--- config.mk ---
export PLATFORM = sky130hd
export DESIGN_NAME = key_conditioner
export DESIGN_NICKNAME = d
export VERILOG_FILES = /design/src/rtl/key_cond_pkg.sv /design/src/rtl/key_debounce_ch.sv /design/src/rtl/key_conditioner.sv
export SDC_FILE = /design/constraint.sdc
export NUM_CORES = 1
export LEC_CHECK = 0
export CORE_MARGIN = 3
export CORE_UTILIZATION = 55
export CTS_BUF_LIST = sky130_fd_sc_hd__clkbuf_8
export CTS_CLUSTER_DIAMETER = 120
export DETAILED_ROUTE_END_ITERATION = 16
export PLACE_DENSITY = 0.77
export RECOVER_POWER = 25
export SETUP_SLACK_MARGIN = 0.4
export SLEW_MARGIN = 25
export SYNTH_ARGS = -nofsm -noshare
export SYNTH_HDL_FRONTEND = slang
export SYNTH_SLANG_ARGS = --single-unit
--- constraint.sdc ---
create_clock -name CLOCK_50 -period 2.6 [get_ports CLOCK_50]
set_input_delay 0.52 -clock CLOCK_50 [delete_from_list [all_inputs] [get_ports CLOCK_50]]
set_output_delay 0.52 -clock CLOCK_50 [all_outputs]
set_load 0.1 [all_outputs]
--- src/rtl/key_cond_pkg.sv ---
// -----------------------------------------------------------------------------
// key_cond_pkg
// Shared types and constants for the pushbutton conditioner.
//   kc_state_t     : per-channel debounce FSM state
//   KC_*_DEF       : default timing constants for a 50 MHz CLOCK_50
//   kc_cnt_width() : width needed for a counter that reaches max_count-1
//   kc_max3()      : largest of three counts (sizes the shared counter)
// -----------------------------------------------------------------------------
package key_cond_pkg;

   typedef enum logic [1:0] {
      KC_IDLE,
      KC_PRESS_WAIT,
      KC_HELD,
      KC_RELEASE_WAIT
   } kc_state_t;

   localparam int KC_N_KEYS_DEF        = 4;
   localparam int KC_DEBOUNCE_DEF      = 1_000_000;   // 20 ms
   localparam int KC_REPEAT_DELAY_DEF  = 25_000_000;  // 500 ms
   localparam int KC_REPEAT_PERIOD_DEF = 10_000_000;  // 200 ms

   // The counter only ever holds 0 .. max_count-1, so $clog2(max_count)
   // bits suffice; a one-bit floor keeps tiny counts legal.
   function automatic int kc_cnt_width(input int max_count);
      return (max_count <= 2) ? 1 : $clog2(max_count);
   endfunction

   function automatic int kc_max3(input int a, input int b, input int c);
      int m;
      m = (a > b) ? a : b;
      return (m > c) ? m : c;
   endfunction

endpackage

--- src/rtl/key_debounce_ch.sv ---
// -----------------------------------------------------------------------------
// key_debounce_ch
// One pushbutton channel: 2-flop synchroniser, debounce FSM with a saturating
// counter, registered held level and one-cycle press/release pulses.
//
// Build option: define KEY_COND_REPEAT_EN to add auto-repeat press pulses
// while the button stays held (first after REPEAT_DELAY, then every
// REPEAT_PERIOD cycles). Without it the repeat logic and wider counter vanish.
//
// Ports
//   CLOCK_50    in   system clock
//   reset_n     in   asynchronous active-low reset
//   key_raw     in   raw button, active-low, asynchronous
//   key_level   out  debounced state, 1 = pressed
//   key_press   out  one-cycle pulse per accepted press (and repeat)
//   key_release out  one-cycle pulse per accepted release
//   press_nxt   out  combinational next value of key_press, so the parent
//                    can register an aggregate in the same cycle
// -----------------------------------------------------------------------------
module key_debounce_ch
   import key_cond_pkg::*;
#(
   parameter int DEBOUNCE_CYCLES = KC_DEBOUNCE_DEF
`ifdef KEY_COND_REPEAT_EN
   ,
   parameter int REPEAT_DELAY    = KC_REPEAT_DELAY_DEF,
   parameter int REPEAT_PERIOD   = KC_REPEAT_PERIOD_DEF
`endif
) (
   input  logic CLOCK_50,
   input  logic reset_n,
   input  logic key_raw,
   output logic key_level,
   output logic key_press,
   output logic key_release,
   output logic press_nxt
);

`ifdef KEY_COND_REPEAT_EN
   localparam int CNT_W = kc_cnt_width(kc_max3(DEBOUNCE_CYCLES, REPEAT_DELAY, REPEAT_PERIOD));
   localparam logic [CNT_W-1:0] RD_LAST = CNT_W'(REPEAT_DELAY - 1);
   localparam logic [CNT_W-1:0] RP_LAST = CNT_W'(REPEAT_PERIOD - 1);
`else
   localparam int CNT_W = kc_cnt_width(DEBOUNCE_CYCLES);
`endif
   localparam logic [CNT_W-1:0] DB_LAST = CNT_W'(DEBOUNCE_CYCLES - 1);

   logic             key_sync_p0;
   logic             key_sync_p1;
   logic             s;
   kc_state_t        state;
   kc_state_t        state_nxt;
   logic [CNT_W-1:0] cnt;
   logic [CNT_W-1:0] cnt_nxt;
   logic             level_nxt;
   logic             release_nxt;
`ifdef KEY_COND_REPEAT_EN
   // 0 = waiting out REPEAT_DELAY, 1 = in the REPEAT_PERIOD cadence
   logic             rpt_fast;
   logic             rpt_fast_nxt;
   logic [CNT_W-1:0] rpt_last;
`endif

   assign s = ~key_sync_p1;

   // ---- next-state / output decode ----
   always_comb begin
      state_nxt   = state;
      cnt_nxt     = cnt;
      level_nxt   = key_level;
      press_nxt   = 1'b0;
      release_nxt = 1'b0;
`ifdef KEY_COND_REPEAT_EN
      rpt_fast_nxt = rpt_fast;
      rpt_last     = rpt_fast ? RP_LAST : RD_LAST;
`endif
      case (state)
         KC_IDLE: begin
            if (s) begin
               state_nxt = KC_PRESS_WAIT;
               cnt_nxt   = '0;
            end
         end
         KC_PRESS_WAIT: begin
            if (!s) begin
               state_nxt = KC_IDLE;
               cnt_nxt   = '0;
            end else if (cnt == DB_LAST) begin
               state_nxt = KC_HELD;
               cnt_nxt   = '0;
               level_nxt = 1'b1;
               press_nxt = 1'b1;
`ifdef KEY_COND_REPEAT_EN
               rpt_fast_nxt = 1'b0;
`endif
            end else begin
               cnt_nxt = cnt + 1'b1;
            end
         end
         KC_HELD: begin
            if (!s) begin
               state_nxt = KC_RELEASE_WAIT;
               cnt_nxt   = '0;
            end
`ifdef KEY_COND_REPEAT_EN
            else if (cnt == rpt_last) begin
               press_nxt    = 1'b1;
               cnt_nxt      = '0;
               rpt_fast_nxt = 1'b1;
            end else begin
               cnt_nxt = cnt + 1'b1;
            end
`endif
         end
         KC_RELEASE_WAIT: begin
            if (s) begin
               // bounce: back to held, repeat timing starts over
               state_nxt = KC_HELD;
               cnt_nxt   = '0;
`ifdef KEY_COND_REPEAT_EN
               rpt_fast_nxt = 1'b0;
`endif
            end else if (cnt == DB_LAST) begin
               state_nxt   = KC_IDLE;
               cnt_nxt     = '0;
               level_nxt   = 1'b0;
               release_nxt = 1'b1;
            end else begin
               cnt_nxt = cnt + 1'b1;
            end
         end
         default: begin
            state_nxt = KC_IDLE;
            cnt_nxt   = '0;
         end
      endcase
   end

   // ---- synchroniser stages p0/p1, then FSM and output registers ----
   always_ff @(posedge CLOCK_50 or negedge reset_n) begin
      if (!reset_n) begin
         key_sync_p0 <= 1'b1;
         key_sync_p1 <= 1'b1;
         state       <= KC_IDLE;
         cnt         <= '0;
         key_level   <= 1'b0;
         key_press   <= 1'b0;
         key_release <= 1'b0;
`ifdef KEY_COND_REPEAT_EN
         rpt_fast    <= 1'b0;
`endif
      end else begin
         key_sync_p0 <= key_raw;
         key_sync_p1 <= key_sync_p0;
         state       <= state_nxt;
         cnt         <= cnt_nxt;
         key_level   <= level_nxt;
         key_press   <= press_nxt;
         key_release <= release_nxt;
`ifdef KEY_COND_REPEAT_EN
         rpt_fast    <= rpt_fast_nxt;
`endif
      end
   end

endmodule

--- src/rtl/key_conditioner.sv ---
// -----------------------------------------------------------------------------
// key_conditioner
// Input stage for the traffic-light controller: conditions N_KEYS raw
// active-low pushbuttons into clean held levels and single-cycle press and
// release pulses. Each channel is an independent key_debounce_ch.
//
// Build option: KEY_COND_REPEAT_EN enables auto-repeat press pulses while a
// key is held; REPEAT_DELAY / REPEAT_PERIOD are ignored without it.
//
// Ports
//   CLOCK_50    in   50 MHz system clock
//   reset_n     in   asynchronous active-low reset
//   KEY         in   [N_KEYS] raw buttons, active-low (0 = pressed)
//   key_level   out  [N_KEYS] debounced state, 1 = pressed
//   key_press   out  [N_KEYS] one-cycle pulse per accepted press / repeat
//   key_release out  [N_KEYS] one-cycle pulse per accepted release
//   any_press   out  OR of key_press, registered in the same cycle
// -----------------------------------------------------------------------------
module key_conditioner
   import key_cond_pkg::*;
#(
   parameter int N_KEYS          = KC_N_KEYS_DEF,
   parameter int DEBOUNCE_CYCLES = KC_DEBOUNCE_DEF,
   parameter int REPEAT_DELAY    = KC_REPEAT_DELAY_DEF,
   parameter int REPEAT_PERIOD   = KC_REPEAT_PERIOD_DEF
) (
   input  logic              CLOCK_50,
   input  logic              reset_n,
   input  logic [N_KEYS-1:0] KEY,
   output logic [N_KEYS-1:0] key_level,
   output logic [N_KEYS-1:0] key_press,
   output logic [N_KEYS-1:0] key_release,
   output logic              any_press
);

   localparam bit PARAMS_OK = (N_KEYS >= 1) &&
                              (DEBOUNCE_CYCLES >= 2) && (DEBOUNCE_CYCLES <= 2**24) &&
                              (REPEAT_DELAY >= 1) && (REPEAT_PERIOD >= 1);

   if (!PARAMS_OK) begin : g_bad_params
      $error("key_conditioner: parameter out of legal range");
   end

   logic [N_KEYS-1:0] press_nxt;

   for (genvar i = 0; i < N_KEYS; i++) begin : g_ch
      key_debounce_ch #(
         .DEBOUNCE_CYCLES (DEBOUNCE_CYCLES)
`ifdef KEY_COND_REPEAT_EN
         ,
         .REPEAT_DELAY    (REPEAT_DELAY),
         .REPEAT_PERIOD   (REPEAT_PERIOD)
`endif
      ) u_ch (
         .CLOCK_50    (CLOCK_50),
         .reset_n     (reset_n),
         .key_raw     (KEY[i]),
         .key_level   (key_level[i]),
         .key_press   (key_press[i]),
         .key_release (key_release[i]),
         .press_nxt   (press_nxt[i])
      );
   end

   // ---- aggregate press, registered on the same edge as key_press ----
   always_ff @(posedge CLOCK_50 or negedge reset_n) begin
      if (!reset_n) begin
         any_press <= 1'b0;
      end else begin
         any_press <= |press_nxt;
      end
   end

endmodule
# After elaboration in Yosys (flattened, before gate mapping)
# Cells that the tools add are included.
[word_totals] elab_cells=194 regBits=109 output_inout_bits=13 inputBits=6
[op_classes] eq_ne=48 mux=92 addsub=4 reduce_logical=21
[ops] cell="$mux W20" n=20
[ops] cell="$pmux W20 S4" n=4
[ops] cell="$add A20 B1 Y20 const B" n=4
[ops] cell="$eq A20 B20 Y1 const B" n=4
[ops] cell="$mux W2" n=24
[ops] cell="$mux W1" n=36
[ops] cell="$ne A2 B1 Y1 const B" n=16
[ops] cell="$pmux W2 S4" n=4
[ops] cell="$reduce_and A5 Y1" n=4
[ops] cell="$eq A2 B2 Y1 const B" n=8
[ops] cell="$ne A2 B2 Y1 const B" n=8
[ops] cell="$reduce_and A4 Y1" n=4
[ops] cell="$ne A3 B1 Y1 const B" n=4
[ops] cell="$ne A3 B3 Y1 const B" n=4
[ops] cell="$eq A2 B1 Y1 const B" n=4
[ops] cell="$logic_not A2 Y1" n=4
[ops] cell="$pmux W1 S2" n=4
[ops] cell="$reduce_and A2 Y1" n=4
[ops] cell="$reduce_bool A2 Y1" n=4
[ops] cell="$reduce_or A4 Y1" n=1

# Logic depth before layout (Yosys ltp)
# Gate-level depths: netlist of run 1.
[logic_depth] depth_word=5 mapped_depth=8 depth_no_buf=6

# Cells and area by module
# From an unflattened synthesis of run 1, not the netlist that was laid out.
[hier_totals] cells_unflattened=604 area_unflattened_um2=5699.2
[modules_own_cells] module="key_debounce_ch (g_ch[0].u_ch ...)" seq_area_each_um2=678.2 area_per_inst_um2=1413.9 n_inst=3 cells_per_inst=149
[modules_own_cells] module="key_debounce_ch (g_ch[3].u_ch)" seq_area_each_um2=678.2 area_per_inst_um2=1425.1 n_inst=1 cells_per_inst=155
[modules_own_cells] module="key_conditioner" seq_area_each_um2=25.0 area_per_inst_um2=32.5 n_inst=1 cells_per_inst=2

# Least setup slack after synthesis of run 1
# OpenSTA, ideal clock, no wires.
[synth_path] path_kind="register to register" from="reg g_ch[2].u_ch.cnt[6]" to="reg g_ch[2].u_ch.cnt[17]" setup_time_ps=126 stages_incl_launch_ff=7 period_less_slack_ps=2005 path_buffers=2 t_required_ps=2474 arrival_time_ps=1879 slack_ps=595 cell_sequence="dfrtp_1 -> buf_6 -> or4b_4 -> nor4_4 -> a21oi_2 -> buf_6 -> a221o_1"
[synth_via] elab_chain_cells=4 elab_cells_between_ends=6 classes_between="add/sub (1); eq/ne (1); mux (4)"
[synth_rtl] item="start, declared" line="key_debounce_ch.sv:53" rtl="logic [CNT_W-1:0] cnt;"
[synth_rtl] item="start signal, assigned" line="key_debounce_ch.sv:156" rtl="cnt <= cnt_nxt;"
[synth_rtl] item="$add A20 B1 Y20 / $eq A20 B20 Y1 (equally long branches)"
[synth_rtl] item="$mux W20 *" line="key_debounce_ch.sv:88, key_debounce_ch.sv:123"
[synth_rtl] item="$mux W20, on equally long branches" line="key_debounce_ch.sv:116, key_debounce_ch.sv:85"
[synth_rtl] item="$pmux W20 S4 *" line="key_debounce_ch.sv:77" rtl="case (state)"
# Every way passes the cells marked *; elsewhere a longest branch is shown, timed or not.
# A chain may end at the register's enable or synchronous reset.

# Worst setup path in the final report of run 1
[layout_path] from="reg g_ch[3].u_ch.cnt[13]" to="reg g_ch[3].u_ch.cnt[9]"
[layout_via] elab_chain_cells=4 elab_cells_between_ends=5 classes_between="eq/ne (1); mux (4)"
[layout_rtl] item="start, declared" line="key_debounce_ch.sv:53"
[layout_rtl] item="start signal, assigned" line="key_debounce_ch.sv:156"
[layout_rtl] item="$eq A20 B20 Y1 *" line="key_debounce_ch.sv:88, key_debounce_ch.sv:123"
[layout_rtl] item="$mux W20 *" line="key_debounce_ch.sv:88, key_debounce_ch.sv:123"
[layout_rtl] item="$mux W20, on equally long branches" line="key_debounce_ch.sv:116, key_debounce_ch.sv:85"
[layout_rtl] item="$pmux W20 S4 *" line="key_debounce_ch.sv:77"
# Marks and branches as above.

==> impl_metrics.csv, run 1 <==
group,metric,value,unit
critical_path,critPathBufInv,0,
critical_path,crit_chain,"or4_1 > nor4_4 > a21o_2 > o21ai_1 > a22o_1",
global_routing,grtUsageTotal,0.220,
sta,hold_slack,0.355,ns
layout,area_delta_synth_final,10.5,%
cts,path_clk_slew,0.11,ns
status,status,"completed",
cts,root_buffer,"clkbuf_8",
yosys,synth_cell_type_count,59,
yosys,synth_top_area_cell,"dfrtp_1",
critical_path,cp-start-kind,"register",
global_routing,antenna_found_initial,0,
run,maxCapViolCount,0,
sta,slew_headroom,0.235,
floorplan,num_rows,36,
placed_design,portBuffers,18,
yosys,synth.top_cell.area_share,0.448,
global_routing,grt_pass1_vias,4476,
floorplan,initial_core_util,0.572,
global_routing,grt_pass1_wl,20700,um
critical_path,critPathKind,"reg -> reg",
route,drc,0,
route,vias,4800,
layout,finalNetCount,647,
sta,setup_violations,0,
cts,ctsHoldBuffers,0,
critical_path,endpoint_kind,"register",
yosys,synth.most_common_cell,"dfrtp_1",
yosys,synthTopCellsByArea,"dfrtp_1 (45%), nand2_1 (5.1%), a31oi_1 (4.9%)",
yosys,synthFlopType,"dfrtp_1",
critical_path,critPathTopFamily,"simple AND/OR/NAND/NOR gates",
floorplan,io_pins,19,
critical_path,cp.required,2.88,ns
yosys,async_flop_share,1.00,
cts,cts.sinks,109,
cts,clkLatencyLatePin,0.38,ns
yosys,synthesis.nets,627,
sta,post-route-period-util,0.842,
power,ir_drop,401,uV
critical_path,worst-path-max-fanout,10,
yosys,syn_inst,617,
cts,cts_buffers,9,
global_routing,grt_max_degree,50,
sta,fin_setup_tns,0,ns
layout,final.fill_count,792,
floorplan,die_y,107,um
global_routing,grt_overflow,0,
route,postRouteAntennaNets,0,
cts,h-tree-depth,3,
yosys,postSynthAreaPerCell,9.14,um^2
route,first_pass_iters,4,
sta,finClkSkew,0.00980,ns
sta,worst_slew_pin_slew,1.15,ns
critical_path,slowest_stage,"or4_1",
yosys,yosysSeqAreaShare,0.485,
layout,antennaDiodeCount,0,
sta,rsz0062_at_grt,"true",
sta,max_freq,457,MHz
critical_path,cpPeakStageDelay,0.62,ns
cts,clock_path_buffers,2,
critical_path,worst_ep_arrival_time,2.47,ns
sta,hold_viol,0,
power,leakage,2.59,nW
yosys,yosysWarnings,0,
route,wire_per_inst,15.9,um
cts,cts_tree,"yes",
hold_path,hp-class,"reg -> reg",
placed_design,dpl.hpwl,8150,um
layout,regArea,2740,um^2
floorplan,die_area,11500,um^2
route,drtIter0Drc,392,
layout,multi_input_area,2690,um^2
floorplan,chipWidth,107,um
sta,period_needed,2.19,ns
yosys,synth_common_cells,"dfrtp_1 (101), nand2_1 (76), a21oi_1 (48), a31oi_1 (44), nor2_1 (40)",
layout,drive_gt1_frac,0.146,
yosys,synth_edf_count,0,
route,finalWirelength,12400,um
yosys,netlist_area,5640,um^2
route,viasPerCell,6.19,
placed_design,place_congestion,0.893,
power,power.density,604,nW/um^2
sta,maxSlewViolCount,0,
floorplan,coreArea,9860,um^2
yosys,ys_seq_elements,109,
==> worst paths after layout <==
kind | from | end | slack [ns] | depth (start not counted)
setup / recovery | g_ch[3].u_ch.cnt[13] | g_ch[3].u_ch.cnt[9] | 0.41 | 5
hold / removal | g_ch[1].u_ch.key_sync_p0 | g_ch[1].u_ch.key_sync_p1 | 0.35 | 0
max in group asynchronous | reset_n | g_ch[0].u_ch.cnt[19] | 0.91 | 2
hold reg to reg | g_ch[1].u_ch.key_sync_p0 | g_ch[1].u_ch.key_sync_p1 | 0.35 | 0
setup reg to reg | g_ch[3].u_ch.cnt[13] | g_ch[3].u_ch.cnt[9] | 0.41 | 5
min in group asynchronous | reset_n | g_ch[1].u_ch.cnt[5] | 0.36 | 1
==> cells by family after synthesis <==
kind of cell    synth area share
compound gates             0.199
xor+xnor                 0.00932
fa+ha+maj                0.00887
buf+inv                   0.0521
flops                      0.485
mux                      0.00910
simple gates               0.236
==> routing by layer <==
layer  wire (um)  track usage  up-vias  share of wire
li1            -            -     2312              -
met3         530       0.0318       19          0.043
met1        5730        0.302     2336           0.46
met2        5870        0.350      133           0.48
met5           0            0        -              0
met4         220       0.0968        0          0.018
==> layout by cell type (no fill, tap or decap), drive strengths merged, types with 5 or more instances in the layout <==
| master | n |
|---|---|
| dfstp | 8 |
| or3 | 10 |
| xnor2 | 5 |
| nand3 | 40 |
| a41oi | 18 |
| clkbuf | 12 |
| a21oi | 51 |
| or2 | 7 |
| nor4 | 12 |
| nand4 | 16 |
| and4 | 5 |
| nor2 | 40 |
| dfrtp | 101 |
| nor3 | 9 |
| inv | 23 |
| nand2 | 76 |
| and3 | 10 |
| a22o | 10 |
| a31oi | 44 |
| nand2b | 9 |
| and2 | 9 |
| o21ai | 39 |
| buf | 39 |
==> registers in the layout, summed over array words and instances, names as in the netlist, named ones only <==
register / count
g_ch.u_ch.cnt: 80
g_ch.u_ch.key_press: 4
g_ch.u_ch.key_level: 4
g_ch.u_ch.key_sync_p0: 4
g_ch.u_ch.key_release: 4
g_ch.u_ch.state: 4
g_ch.u_ch.key_sync_p1: 4
any_press: 1
==> worst register-to-register path, stage by stage, from the launching register on <==
cell and delay [ns]:
dfrtp_1 0.45, or4_1 0.62, nor4_4 0.36, a21o_2 0.31
o21ai_1 0.11, a22o_1 0.24
==> report_power, final <==
part,leakage (nW),internal [mW],switching [mW]
Sequential,1.47,1.79,0.117
Combinational,1.01,0.274,0.527
Clock,0.104,0.472,0.581
==> stage by stage <==
stage               std cells  cell area, um^2  power (mW)  utilization  setup slack (ns)
finish                    775             6230        3.76        0.632             0.411
global route              775             6230        3.98        0.632             0.327
CTS                       758             6050        3.73        0.613             0.321
detailed placement        742             5840        2.68        0.592             0.235
global placement          742             5840        2.64        0.592             0.361
floorplan                 617             5640        2.49            -             0.595
==> cell type report <==
type	count	share of cell area
clock buffers	10	0.0221
clock inverters	6	0.0102
inverters	21	0.0126
multi-input cells	451	0.432
flip-flops and latches	109	0.440
well taps	133	0.0267
repair buffers	45	0.0568
==> repair_timing <==
item                       in CTS  in global routing
pin swaps                       1                  5
buffers inserted                0                 16
cloned                          0                  1
resized for setup               2                 11
setup endpoints to repair      22                 35
Note: power is estimated with default switching activity, not from simulation.
==> run 2: changes to the inputs <==
clock period = 2.3 ns   (was 2.6 ns; I/O delays follow)
==> impl_metrics.csv, run 2 (synthesis results as in run 1) <==
group,metric,value,unit
status,status,"finished with violations",
status,violations,"max-capacitance violations, max-slew violations",
cts,cts_tree,"yes",
route,postRouteAntennaNets,0,
power,leakage,2.88,nW
power,switching_power,1.55,mW
cts,clock_path_buffers,2,
layout,antennaDiodeCount,0,
critical_path,cp-start-kind,"register",
cts,path_clk_slew,0.11,ns
layout,final_common_cell,"dfrtp_1",
sta,setup_violations,0,
critical_path,regToRegEndpoint,"g_ch[0].u_ch.cnt[9]",
sta,maxSlewViolCount,32,
critical_path,slowest_stage,"dfrtp_1",
route,wire_per_inst,17.6,um
run,maxCapViolCount,1,
sta,worst_slew_pin_slew,1.88,ns
global_routing,grt_overflow,0,
power,pwr-share-comb,0.271,
global_routing,grt_pass1_wl,22400,um
critical_path,crit_chain,"ha_2 > and3_4 > nand4b_1 > o31ai_2 > buf_4 > o21ai_1 > a22o_1",
sta,slew_headroom,-0.255,
cts,root_buffer,"clkbuf_8",
sta,post-route-period-util,0.880,
floorplan,io_pins,19,
critical_path,startpoint,"g_ch[0].u_ch.cnt[1]",
sta,rsz0062_at_grt,"true",
critical_path,endpoint,"g_ch[0].u_ch.cnt[9]",
layout,drive_gt1_frac,0.288,
power,power.density,667,nW/um^2
sta,hold_viol,0,
route,first_pass_iters,5,
layout,mostFrequentLayoutCells,"dfrtp_1 (94), nand2_1 (71), buf_4 (62), a31oi_1 (44)",
critical_path,worst_ep_arrival_time,2.28,ns
route,vias,5138,
critical_path,cpPeakStageDelay,0.38,ns
critical_path,critPathKind,"reg -> reg",
critical_path,r2r_cells,7,
placed_design,dpl.hpwl,8250,um
global_routing,grt_max_degree,34,
route,drc,0,
sta,finClkSkew,0.0215,ns
cts,h-tree-depth,3,
floorplan,num_rows,36,
power,ir_drop,332,uV
floorplan,initial_core_util,0.572,
critical_path,r2r-start,"g_ch[0].u_ch.cnt[1]",
cts,clkLatencyLatePin,0.38,ns
layout,final_util,0.707,
layout,area_delta_synth_final,23.6,%
route,drtIter0Drc,399,
sta,max_freq,494,MHz
floorplan,die_y,107,um
critical_path,r2r_setup_slack,0.28,ns
layout,final_cells,814,
layout,final.fill_count,686,
power,power,4.65,mW
cts,cts.sinks,109,
cts,cts_buffers,9,
route,finalWirelength,14300,um
placed_design,place_congestion,0.888,
critical_path,endpoint_kind,"register",
hold_path,hp-class,"reg -> reg",
global_routing,grtUsageTotal,0.237,
route,viasPerCell,6.31,
layout,finalNetCount,686,
sta,period_needed,2.02,ns
floorplan,chipWidth,107,um
floorplan,die_area,11500,um^2
critical_path,worst-path-max-fanout,8,
global_routing,antenna_found_initial,0,
layout,largest_reg_flops,80,
placed_design,portBuffers,18,
sta,hold_slack,0.359,ns
power,seqPwrFrac,0.469,
power,p_int,3.10,mW
global_routing,grt_pass1_vias,4808,
power,power.share.switching,0.334,
critical_path,cp.required,2.55,ns
layout,regMostFlops,"g_ch.u_ch.cnt",
floorplan,coreArea,9860,um^2
power,p_clk_frac,0.260,
sta,fin_setup_tns,0,ns
placed_design,dp.cells,749,
[run 2: per-stage QoR]
step | cell area, um^2 | setup slack (ns)
floorplan | 5650 | 0.356
global placement | 5900 | 0.326
detailed placement | 5900 | 0.151
CTS | 6420 | 0.350
global route | 6970 | 0.185
finish | 6970 | 0.276
[run 2: worst min-delay path by stage]
stage | from | to | slack, ns | depth (start not counted)
after floorplan | reset_n | async pin | 0.16 | 0
after global placement | g_ch[3].u_ch.key_sync_p0 | g_ch[3].u_ch.key_sync_p1 | 0.36 | 0
after detailed placement | g_ch[3].u_ch.key_sync_p0 | g_ch[3].u_ch.key_sync_p1 | 0.36 | 0
after CTS | reset_n | g_ch[0].u_ch.cnt[2] | 0.01 | 1
after global routing | g_ch[3].u_ch.key_sync_p0 | g_ch[3].u_ch.key_sync_p1 | 0.37 | 0
final | g_ch[3].u_ch.key_sync_p0 | g_ch[3].u_ch.key_sync_p1 | 0.36 | 0
[run 2: power by group through the flow]
| stage | Clock [mW] | Combinational (mW) | Sequential (mW) |
|---|---|---|---|
| 2_1_floorplan | 0 | 0.666 | 2.16 |
| 3_3_place_gp | 0 | 0.843 | 2.18 |
| 3_5_place_dp | 0 | 0.875 | 2.19 |
| 4_1_cts | 1.23 | 0.996 | 2.15 |
| 5_1_grt | 1.29 | 1.38 | 2.20 |
| 6_report | 1.21 | 1.26 | 2.18 |
[run 2: final cells by class]
class / instances / area, um^2 / area share
timing repair buffer: 84 / 728 / 0.104
clock inverter: 5 / 52.6 / 0.00754
clock buffer: 11 / 151 / 0.0217
sequential: 109 / 2750 / 0.394
inverter: 21 / 78.8 / 0.0113
tap: 133 / 166 / 0.0239
multi-input combinational: 451 / 3050 / 0.437
[run 2: what timing repair did]
item                                    4_1_cts  5_1_grt
pin swaps                                    10       33
gates resized for setup                      26       97
endpoints found under the setup margin       44       72
gates cloned                                  3        4
hold endpoints to repair                      0        0
hold buffers                                  0        0
buffers inserted                             23       19
[run 2: routing by layer]
metal / track usage / part of all wire
met5: 0 / 0
met4: 0.0858 / 0.021
met3: 0.0438 / 0.055
met2: 0.400 / 0.50
met1: 0.306 / 0.42
[run 2: critical path: cells and delay by family (launching register included)]
| kind | cells | cell delay (ns) |
|---|---|---|
| AOI/OAI and AO/OA | 3 | 0.67 |
| and+or+nand+nor | 2 | 0.40 |
| DFF | 1 | 0.38 |
| buffers and inverters | 1 | 0.23 |
| adders and majority gates | 1 | 0.21 |
==> run 3: changes to the inputs <==
GPL_TIMING_DRIVEN = 0   (was not set)
==> impl_metrics.csv, run 3 (synthesis results as in run 1) <==
group,metric,value,unit
global_routing,antenna_found_initial,0,
floorplan,initial_core_util,0.572,
sta,fin_setup_tns,0,ns
power,power.density,669,nW/um^2
hold_path,hp-class,"reg -> reg",
route,wire_per_inst,18.4,um
layout,final_common_cell,"dfrtp_1",
layout,largest_reg_flops,80,
sta,worst_slew_pin_slew,0.799,ns
cts,cts_buffers,9,
layout,drive_gt1_frac,0.327,
sta,maxSlewViolCount,0,
sta,hold_slack,0.362,ns
floorplan,chipWidth,107,um
floorplan,io_pins,19,
floorplan,num_rows,36,
critical_path,cpPeakStageDelay,0.58,ns
power,seqPwrFrac,0.444,
sta,hold_viol,0,
route,first_pass_iters,6,
sta,setup_ws,0.265,ns
placed_design,dpl.hpwl,8620,um
global_routing,grt_max_degree,79,
critical_path,worst_ep_arrival_time,2.32,ns
critical_path,cp-start-kind,"register",
power,power.share.switching,0.350,
cts,clkLatencyLatePin,0.39,ns
global_routing,grtUsageTotal,0.253,
floorplan,coreArea,9860,um^2
critical_path,regToRegEndpoint,"g_ch[2].u_ch.cnt[17]",
critical_path,r2r-start,"g_ch[2].u_ch.cnt[12]",
power,p_clk_frac,0.232,
sta,post-route-period-util,0.885,
critical_path,startpoint,"g_ch[2].u_ch.cnt[12]",
cts,h-tree-depth,3,
layout,design_area,7350,um^2
sta,slew_headroom,0.467,
power,power,4.92,mW
global_routing,grt_pass1_wl,23500,um
critical_path,r2r_setup_slack,0.27,ns
critical_path,crit_chain,"or4b_4 > nor4_4 > buf_6 > a21oi_4 > buf_6 > a221o_1",
cts,clock_path_buffers,2,
layout,finalNetCount,717,
route,drc,0,
placed_design,dp_slack,-0.0357,ns
cts,path_clk_slew,0.10,ns
power,p_int,3.20,mW
critical_path,endpoint_kind,"register",
critical_path,cp.required,2.58,ns
floorplan,die_area,11500,um^2
placed_design,place_congestion,0.903,
placed_design,place_area,6030,um^2
route,viasPerCell,6.46,
power,pwr-share-comb,0.324,
global_routing,grt_overflow,0,
layout,antennaDiodeCount,0,
sta,period_needed,2.03,ns
placed_design,portBuffers,18,
critical_path,endpoint,"g_ch[2].u_ch.cnt[17]",
sta,max_freq,491,MHz
critical_path,worst-path-max-fanout,7,
power,ir_drop,440,uV
critical_path,critPathKind,"reg -> reg",
route,finalWirelength,15600,um
critical_path,path_common_cell,"buf_6",
cts,cts_tree,"yes",
critical_path,r2r_cells,6,
sta,rsz0062_at_grt,"true",
layout,area_delta_synth_final,30.3,%
power,leakage,3.07,nW
status,status,"completed",
layout,mostFrequentLayoutCells,"dfrtp_1 (95), nand2_1 (74), buf_4 (54), a31oi_1 (43), nor2_1 (37)",
global_routing,grt_pass1_vias,4904,
power,switching_power,1.72,mW
cts,root_buffer,"clkbuf_8",
floorplan,die_y,107,um
route,postRouteAntennaNets,0,
cts,cts.sinks,109,
sta,setup_violations,0,
run,maxCapViolCount,0,
route,vias,5459,
critical_path,slowest_stage,"or4b_4",
sta,finClkSkew,0.00697,ns
layout,regMostFlops,"g_ch.u_ch.cnt",
route,drtIter0Drc,439,
==> run 3: cell type report <==
class                   instances  area [um^2]
inverters                      21         78.8
multi-input cells             451         3170
flip-flops and latches        109         2750
plain buffers                  37          305
well taps                     133          166
clock buffers                  11          151
clock inverters                 5         33.8
repair buffers                 78          698
fillers                       615         2510
==> run 3: stage by stage <==
stage / util / std cells
5_1_grt: 0.745 / 845
4_1_cts: 0.689 / 817
2_1_floorplan: - / 617
3_3_place_gp: 0.608 / 768
3_5_place_dp: 0.611 / 769
6_report: 0.745 / 845
==> run 3: worst min-delay path by stage <==
stage	slack [ns]	from	depth (start not counted)	end
floorplan	0.16	reset_n	0	async pin
global placement	0.35	g_ch[2].u_ch.key_sync_p0	0	g_ch[2].u_ch.key_sync_p1
detailed placement	0.35	g_ch[2].u_ch.key_sync_p0	0	g_ch[2].u_ch.key_sync_p1
CTS	0.36	g_ch[2].u_ch.key_sync_p0	0	g_ch[2].u_ch.key_sync_p1
global route	0.37	g_ch[2].u_ch.key_sync_p0	0	g_ch[2].u_ch.key_sync_p1
finish	0.36	g_ch[2].u_ch.key_sync_p0	0	g_ch[2].u_ch.key_sync_p1
==> run 3: power by group through the flow <==
stage                     clock network [mW]  registers, mW  logic (mW)
after global routing                    1.23           2.20        1.70
after detailed placement                   0           2.19       0.921
after floorplan                            0           2.16       0.666
final                                   1.14           2.18        1.59
after CTS                               1.16           2.14        1.23
after global placement                     0           2.18       0.884
==> run 3: what timing repair did <==
action	CTS	global route
gates resized for setup	114	111
pin swaps	30	36
setup endpoints to repair	101	98
buffers inserted	25	25
cloned	6	3
hold buffers	1	0
endpoints found under the hold margin	30	0
==> run 3: critical path, delay by kind of cell, from the launching register on <==
kind / cells / cell delay (ns)
AND/OR/NAND/NOR: 2 / 0.74
flip-flops: 1 / 0.45
AO/OA/AOI/OAI: 2 / 0.41
buffers and inverters: 2 / 0.32
==> run 3: metal layers <==
metal | share of wire | global-route usage | vias to the layer above
met1 | 0.40 | 0.340 | 2659
met3 | 0.069 | 0.0558 | 51
met5 | 0 | 0 | -
met4 | 0.022 | 0.0904 | 0
met2 | 0.51 | 0.407 | 292
li1 | - | - | 2457
